==> config.mk <==
export PLATFORM = sky130hd
export DESIGN_NAME = ars_mod_inv
export DESIGN_NICKNAME = d
export VERILOG_FILES = /design/src/rtl/ars_mod_inv.sv
export SDC_FILE = /design/constraint.sdc
export NUM_CORES = 2
export LEC_CHECK = 0
export BUFFER_PORTS_ARGS = -buffer_cell sky130_fd_sc_hd__buf_2
export CAP_MARGIN = 20
export CELL_PAD_IN_SITES_DETAIL_PLACEMENT = 0
export CELL_PAD_IN_SITES_GLOBAL_PLACEMENT = 1
export CORE_MARGIN = 10
export CORE_UTILIZATION = 51
export CTS_CLUSTER_DIAMETER = 30
export DETAILED_ROUTE_END_ITERATION = 7
export GPL_TIMING_DRIVEN = 0
export PLACE_DENSITY_LB_ADDON = 0.15
export REMOVE_ABC_BUFFERS = 1
export SYNTH_ARGS = -nofsm -noshare
export SYNTH_HDL_FRONTEND = slang
export SYNTH_SLANG_ARGS = --single-unit
==> constraint.sdc <==
create_clock -name clk -period 6.9 [get_ports clk]
set_input_delay 0.345 -clock clk [delete_from_list [all_inputs] [get_ports clk]]
set_output_delay 0.345 -clock clk [all_outputs]
set_load 0.02 [all_outputs]
==> src/rtl/ars_mod_inv.sv <==
// GF(2^M) multiplicative inverter, polynomial basis, f(x) = x^M + POLY.
// Binary extended Euclid: one reduction step per clock with a start/busy/done handshake.
module ars_mod_inv #(
    parameter int M = 233,
    parameter logic [M-1:0] POLY = {{(M-75){1'b0}}, 1'b1, {73{1'b0}}, 1'b1}
) (
    input  logic         clk,
    input  logic         rst_n,
    input  logic         start,
    input  logic [M-1:0] din,
    output logic [M-1:0] dout,
    output logic         busy,
    output logic         done,
    output logic         err
);

    localparam int DW = $clog2(M + 1);
    localparam logic [M-1:0] ONE_M = {{(M-1){1'b0}}, 1'b1};
    localparam logic [M:0]   ONE_V = {{M{1'b0}}, 1'b1};

    typedef enum logic [1:0] {IDLE, RUN, FIN} state_t;

    state_t         state, state_nx;
    logic [M-1:0]   u, g1, g2, res;
    logic [M:0]     v;
    logic           err_pend;
    logic [DW-1:0]  deg_u, deg_v;

    function automatic logic [DW-1:0] deg_of(input logic [M:0] x);
        deg_of = '0;
        for (int i = 0; i <= M; i++) begin
            if (x[i]) deg_of = DW'(i);
        end
    endfunction

    // g * x^-1 mod f: an odd g first absorbs f, whose x^M term lands in the top bit after the shift
    function automatic logic [M-1:0] halve(input logic [M-1:0] g);
        if (g[0]) halve = {1'b1, g[M-1:1] ^ POLY[M-1:1]};
        else      halve = {1'b0, g[M-1:1]};
    endfunction

    assign deg_u = deg_of({1'b0, u});
    assign deg_v = deg_of(v);

    always_ff @(posedge clk or negedge rst_n) begin
        if (!rst_n) state <= IDLE;
        else        state <= state_nx;
    end

    always_comb begin
        state_nx = state;
        busy     = 1'b0;
        case (state)
            IDLE: if (start) state_nx = (din == '0) ? FIN : RUN;
            RUN: begin
                busy = 1'b1;
                if (u == ONE_M || v == ONE_V) state_nx = FIN;
            end
            FIN:     state_nx = IDLE;
            default: state_nx = IDLE;
        endcase
    end

    // Invariants while running: g1*a == u and g2*a == v (mod f)
    always_ff @(posedge clk or negedge rst_n) begin
        if (!rst_n) begin
            u        <= '0;
            v        <= '0;
            g1       <= '0;
            g2       <= '0;
            res      <= '0;
            err_pend <= 1'b0;
            dout     <= '0;
            done     <= 1'b0;
            err      <= 1'b0;
        end else begin
            done <= 1'b0;
            case (state)
                IDLE: begin
                    if (start) begin
                        if (din == '0) begin
                            res      <= '0;
                            err_pend <= 1'b1;
                        end else begin
                            u        <= din;
                            v        <= {1'b1, POLY};
                            g1       <= ONE_M;
                            g2       <= '0;
                            err_pend <= 1'b0;
                        end
                    end
                end
                RUN: begin
                    if (u == ONE_M) begin
                        res <= g1;
                    end else if (v == ONE_V) begin
                        res <= g2;
                    end else if (!u[0]) begin
                        u  <= u >> 1;
                        g1 <= halve(g1);
                    end else if (!v[0]) begin
                        v  <= v >> 1;
                        g2 <= halve(g2);
                    end else if (deg_u > deg_v) begin
                        u  <= u ^ v[M-1:0];
                        g1 <= g1 ^ g2;
                    end else begin
                        v  <= v ^ {1'b0, u};
                        g2 <= g2 ^ g1;
                    end
                end
                FIN: begin
                    dout <= res;
                    err  <= err_pend;
                    done <= 1'b1;
                end
                default: ;
            endcase
        end
    end

endmodule

# Yosys cells after proc, flatten, opt, wreduce, memory -nomap -nowiden
# Index checks and enable logic that the tools add are counted.
[classes]
n_lt_le_gt_ge = 1
n_eq_ne = 15
mux = 511
bitwise = 5
reduce_logical = 11
[op_table]
columns = ["operator", "n"]
rows = [
  ["$mux W233", 27],
  ["$mux W8", 459],
  ["$pmux W233 S2", 4],
  ["$mux W234", 7],
  ["$pmux W234 S2", 1],
  ["$xor A233 B233 Y233", 2],
  ["$eq A234 B1 Y1 const B", 1],
  ["$xor A234 B233 Y234", 1],
  ["$eq A233 B1 Y1 const B", 1],
  ["$logic_not A233 Y1", 1],
  ["$ne A2 B2 Y1 const B", 7],
  ["$reduce_and A7 Y1", 2],
  ["$ne A3 B3 Y1 const B", 4],
  ["$mux W2", 5],
  ["$gt A8 B8 Y1", 1],
  ["$mux W3", 2],
  ["$reduce_and A6 Y1", 1],
  ["$mux W1", 5],
  ["$reduce_and A5 Y1", 1],
  ["$pmux W2 S2", 1],
  ["$reduce_and A2 Y1", 2],
  ["$reduce_and A4 Y1", 1],
  ["$eq A2 B1 Y1 const B", 1],
  ["$eq A2 B2 Y1 const B", 1],
  ["other kinds (4)", 5],
]
[totals]
regBits = 1404
input_bits = 236
output_inout_bits = 236
elab_cells = 555

# Longest topological paths before layout
[depth]
ltp_word = 240
ltp_mapped = 22
mapped_depth_nobuf = 17

# Least setup slack after synthesis
# Ideal clock, no wire load.
[synth_timing]
path_type = "reg2reg"
from = "register v[112]"
to = "register g2[100]"
setup_ps = 83
arrival_time_ps = 4467
t_required_ps = 6817
setup_slack_ps = 2351
path_stages_with_launch = 22
path_buffers = 4
path_cell_list = "dfrtp_1 buf_2 or4_1 or2_2 a21oi_1 o311ai_0 nand2_1 a21oi_1 a2111oi_0 o41ai_1 ha_1 a21o_1 a221oi_1 nand3b_1 nand2_1 o2111ai_1 buf_2 nand2_2 clkbuf_1 clkbuf_1 a21oi_1 o21ai_0"
[synth_between]
elab_chain_cells = 125
[synth_lines]
columns = ["element", "line_no", "rtl"]
rows = [
  ["start, declared", "25", "logic [M:0] v;"],
  ["start signal, assigned", "86", "v <= {1'b1, POLY};"],
  ["start signal, assigned", "102", "v <= v >> 1;"],
  ["start signal, assigned", "108", "v <= v ^ {1'b0, u};"],
  ["$mux W8 (122 in a row)", "32", "if (x[i]) deg_of = DW'(i);"],
  ["$gt A8 B8 Y1", "104", "end else if (deg_u > deg_v) begin"],
  ["$ne A3 B3 Y1 (no source line)", "n/a", ""],
  ["$reduce_and A7 Y1 (no source line) *", "n/a", ""],
  ["end signal, assigned", "103", "g2 <= halve(g2);"],
  ["end signal, assigned", "109", "g2 <= g2 ^ g1;"],
  ["end, declared", "24", "logic [M-1:0] u, g1, g2, res;"],
]
# Every way passes the cells marked *; elsewhere a longest branch is shown, timed or not.
# A chain may end at the register's enable or synchronous reset.

# Worst setup path after layout
[layout_timing]
from = "register u[8]"
to = "register u[122]"
[layout_between]
elab_chain_cells = 228
[layout_lines]
columns = ["element", "line_no", "rtl"]
rows = [
  ["start, declared", "24", ""],
  ["start signal, assigned", "85", "u <= din;"],
  ["start signal, assigned", "99", "u <= u >> 1;"],
  ["start signal, assigned", "105", "u <= u ^ v[M-1:0];"],
  ["$mux W8 (225 in a row)", "32", ""],
  ["$gt A8 B8 Y1", "104", ""],
  ["$ne A3 B3 Y1 (no source line)", "n/a", ""],
  ["$reduce_and A7 Y1 (no source line) *", "n/a", ""],
]
# Marks and branches as above.

==> run_results.csv <==
group,metric,value,unit
synthesis,netlist-cell-type-count,78,
setup_path,path_class,"register to register",
power,ir_drop,746,uV
floorplanning,dieArea,0.186,mm^2
placed_design,hpwl,187000,um
setup_path,cpMostUsedCell,"buf_6",
routing,drt-met1-wl,124000,um
routing,drt_iter0_markers,8306,
routing,first_pass_iters,7,
clocking,root_buffer,"clkbuf_16",
timing,fin_skew,0.0649,ns
floorplanning,rows,150,
synthesis,synthTopCellsByArea,"dfrtp_1 41%, nand2_1 5.5%, o21ai_0 5.3%",
power,p_leak,49.9,nW
grt,grt_max_degree,171,
setup_path,critical_path_buf_inv_count,6,
finish,fin_area,0.107,mm^2
floorplanning,initial_core_util,51.4,%
synthesis,async_reset_ff_share,100,%
routing,wl_met3,20300,um
setup_path,critPathSlowestCell,"nor3_2",
setup_path,path_cells,"nor4_1 -> nand2b_1 -> a21oi_1 -> o311ai_0 -> o21ai_0 -> a21oi_1 -> o21ai_0 -> o2bb2ai_1 -> ha_1 -> nand3_1 -> nor2_1 -> a32oi_4 -> nand2_8 -> buf_12 -> buf_16 -> nor3_2 -> buf_6 -> buf_6 -> buf_6 -> buf_6 -> nand3b_1 -> o311a_1 -> o21ai_0",
grt,grt_antenna_before_repair,13,
grt,grt_pass1_wl,478000,um
synthesis,yosysTopAreaCell,"dfrtp_1",
finish,final_layout_size_suffix_gt1_share,13.7,%
synthesis,synth.cell_area,0.0862,mm^2
routing,routed-wl-met2,140000,um
power,p_per_area,544,mW/mm^2
floorplanning,die_w,431,um
setup_path,cp_max_fo,79,
synthesis,synth_top_area_share,40.7,%
clocking,cts_tree,"yes",
setup_path,crit_required,7.75,ns
timing,slew_headroom,14.5,%
power,total_power,58.4,mW
placed_design,dpl-instance-area,0.0907,mm^2
synthesis,yosysWarnings,0,
finish,fill_cells,13900,
setup_path,cp.arrival,7.74,ns
timing,worstMarginPinSlew,1.27,ns
hold_path,hold_path.class,"primary input to async pin",
placed_design,io_buffers,471,
clocking,clkLatencyLatePin,0.98,ns
synthesis,synth_seq_cells,1404,
setup_path,cp_top_family,"compound AO/OA/AOI/OAI gates",
routing,wire_per_inst,23.2,um
clocking,path_clk_slew,0.04,ns
synthesis,synthCells,10400,
setup_path,rr_worst_depth,23,
placed_design,place.gp.congestion,0.955,
finish,final_nets,10700,
clocking,cts_made_buffers,399,
routing,highest_layer,"met5",
finish,layout.cells.most_common,"dfrtp_1",
timing,fin_crit_sh,99.8,%
finish,syn_to_final_growth,24.5,%
routing,drtAntennaViolNets,0,
timing,hold_violations,0,
setup_path,crit_path_end_kind,"register",
synthesis,avgSynthCellArea,8.33,um^2
grt,grt-ovfl-total,0,
floorplanning,io_pins,472,
floorplanning,die_h,431,um
synthesis,synth_edf_count,0,
clocking,cts.sinks,1404,
setup_path,cpPeakStageDelay,0.78,ns
timing,fin_crit,6.89,ns
run_status,status,"complete, no violations",
routing,wirelength,302000,um
clocking,cts.htree.levels,5,
routing,vias,82900,
setup_path,crit_cells,23,
grt,grt_pass1_vias,82200,
timing,setup_viol,0,
routing,routed_via_density,6.37,
finish,layout_common_cells,"1,402 x dfrtp_1, 1,270 x nand2_1, 907 x o21ai_0",
synthesis,yosysSeqAreaShare,40.7,%
routing,drc,0,
setup_path,cp-start-kind,"register",
synthesis,synth_flop_cell,"dfrtp_1",
job,maxCapViolCount,0,
clocking,cts_buffer_depth,4,
timing,max_freq,145,MHz
timing,drv_slew,0,
grt,grt_util_all_layers,31.4,%
floorplanning,core,0.168,mm^2
## worst register-to-register path, stage by stage (launching register included)
cell       delay [ns]
dfrtp_1          0.45
nor4_1           0.59
nand2b_1         0.12
a21oi_1          0.31
o311ai_0         0.18
o21ai_0          0.64
a21oi_1          0.24
o21ai_0          0.45
o2bb2ai_1        0.22
ha_1             0.28
nand3_1          0.11
nor2_1           0.08
a32oi_4          0.40
nand2_8          0.22
buf_12           0.26
buf_16           0.27
nor3_2           0.79
buf_6            0.26
buf_6            0.19
buf_6            0.20
buf_6            0.17
nand3b_1         0.08
o311a_1          0.12
o21ai_0          0.14
## cells in the mapped netlist, drive strengths merged, types with 20 or more instances
| cell | number |
|---|---|
| inv | 106 |
| nor2b | 477 |
| nand2 | 1275 |
| o21ai | 1001 |
| mux2i | 231 |
| clkbuf | 1047 |
| xor2 | 233 |
| buf | 154 |
| o211ai | 131 |
| o31ai | 264 |
| nand4b | 346 |
| or3 | 121 |
| a221oi | 46 |
| nand3b | 20 |
| nor2 | 451 |
| nor3 | 132 |
| a31oi | 38 |
| or4 | 39 |
| nand3 | 366 |
| and3 | 465 |
| nor3b | 342 |
| nor4 | 212 |
| a21oi | 695 |
| a41oi | 235 |
| nand4 | 167 |
| dfrtp | 1404 |
| a211oi | 179 |
## through the flow
stage / setup WS (ns) / hold slack (ns) / utilization [%] / cells / TNS [ns]
after global placement: -189.29 / 0.448 / 51.6 / 11800 / -
final: 0.0118 / 0.0349 / 64.1 / 13000 / 0
after CTS: 0.0214 / 0.0118 / 64.0 / 13000 / 0
after global routing: -0.00154 / 0.0526 / 64.1 / 13000 / -0.00154
after detailed placement: -0.924 / 0.297 / 54.1 / 12000 / -171.69
after floorplan: -70.41 / 0.0494 / - / 9155 / -
## state kept, by name, summed over array words and instances, names as in the netlist
register / count
g1: 233
res: 233
err: 1
u: 233
v: 234
dout: 233
g2: 233
state: 2
done: 1
err_pend: 1
## cells by family after synthesis
kind of cell               after synthesis  share of synthesized area [%]
muxes                                  231                           2.68
buffers and inverters                 1307                           6.12
AOI/OAI and AO/OA                     2721                           19.7
adders and majority gates                9                          0.131
and+or+nand+nor                       4450                           28.2
DFF                                   1404                           40.7
xor gates and xnor gates               234                           2.38
## routing by layer
layer | track usage [%] | vias up
li1 | - | 38000
met1 | 40.5 | 40800
met2 | 49.4 | 3326
met3 | 5.33 | 751
met4 | 18.8 | 4
met5 | 0 | -
## where the power goes
group	leakage, nW	internal (mW)	switching, mW
Sequential	18.9	10.0	3.03
Clock	6.88	13.7	5.45
Combinational	24.2	9.47	16.7
Total	49.9	33.2	25.2
## layout make-up
cell class | count | area (um^2) | share of cell area (%)
multi-input cells | 7648 | 46100 | 42.9
flip-flops and latches | 1404 | 35100 | 32.7
clock inverters | 181 | 2610 | 2.43
inverters | 106 | 420 | 0.392
well taps | 2204 | 2760 | 2.57
repair buffers | 927 | 8950 | 8.34
diodes | 9 | 22.5 | 0.0210
clock buffers | 530 | 11400 | 10.6
## path summary, 6_finish.rpt
path / from / to / slack (ns)
hold reg to reg: res[97]$_DFFE_PN0P_ / dout[97]$_DFFE_PN0P_ / 0.46
max in group asynchronous: rst_n / u[118]$_DFFE_PN0P_ / 4.29
hold / removal: rst_n / dout[85]$_DFFE_PN0P_ / 0.03
setup reg to reg: u[8]$_DFFE_PN0P_ / u[122]$_DFFE_PN0P_ / 0.01
min in group clk: din[19] / u[19]$_DFFE_PN0P_ / 0.22
setup / recovery: u[8]$_DFFE_PN0P_ / u[122]$_DFFE_PN0P_ / 0.01
## timing repair
action                                  4_1_cts  5_1_grt
endpoints found under the hold margin       608        0
hold buffers                                237        0
pin swaps                                     2        1
setup buffers                                 3        1
gates resized for setup                       6       14
gates cloned                                  5        0
endpoints found under the setup margin      450      258
Power figures use the tool's default switching activity.
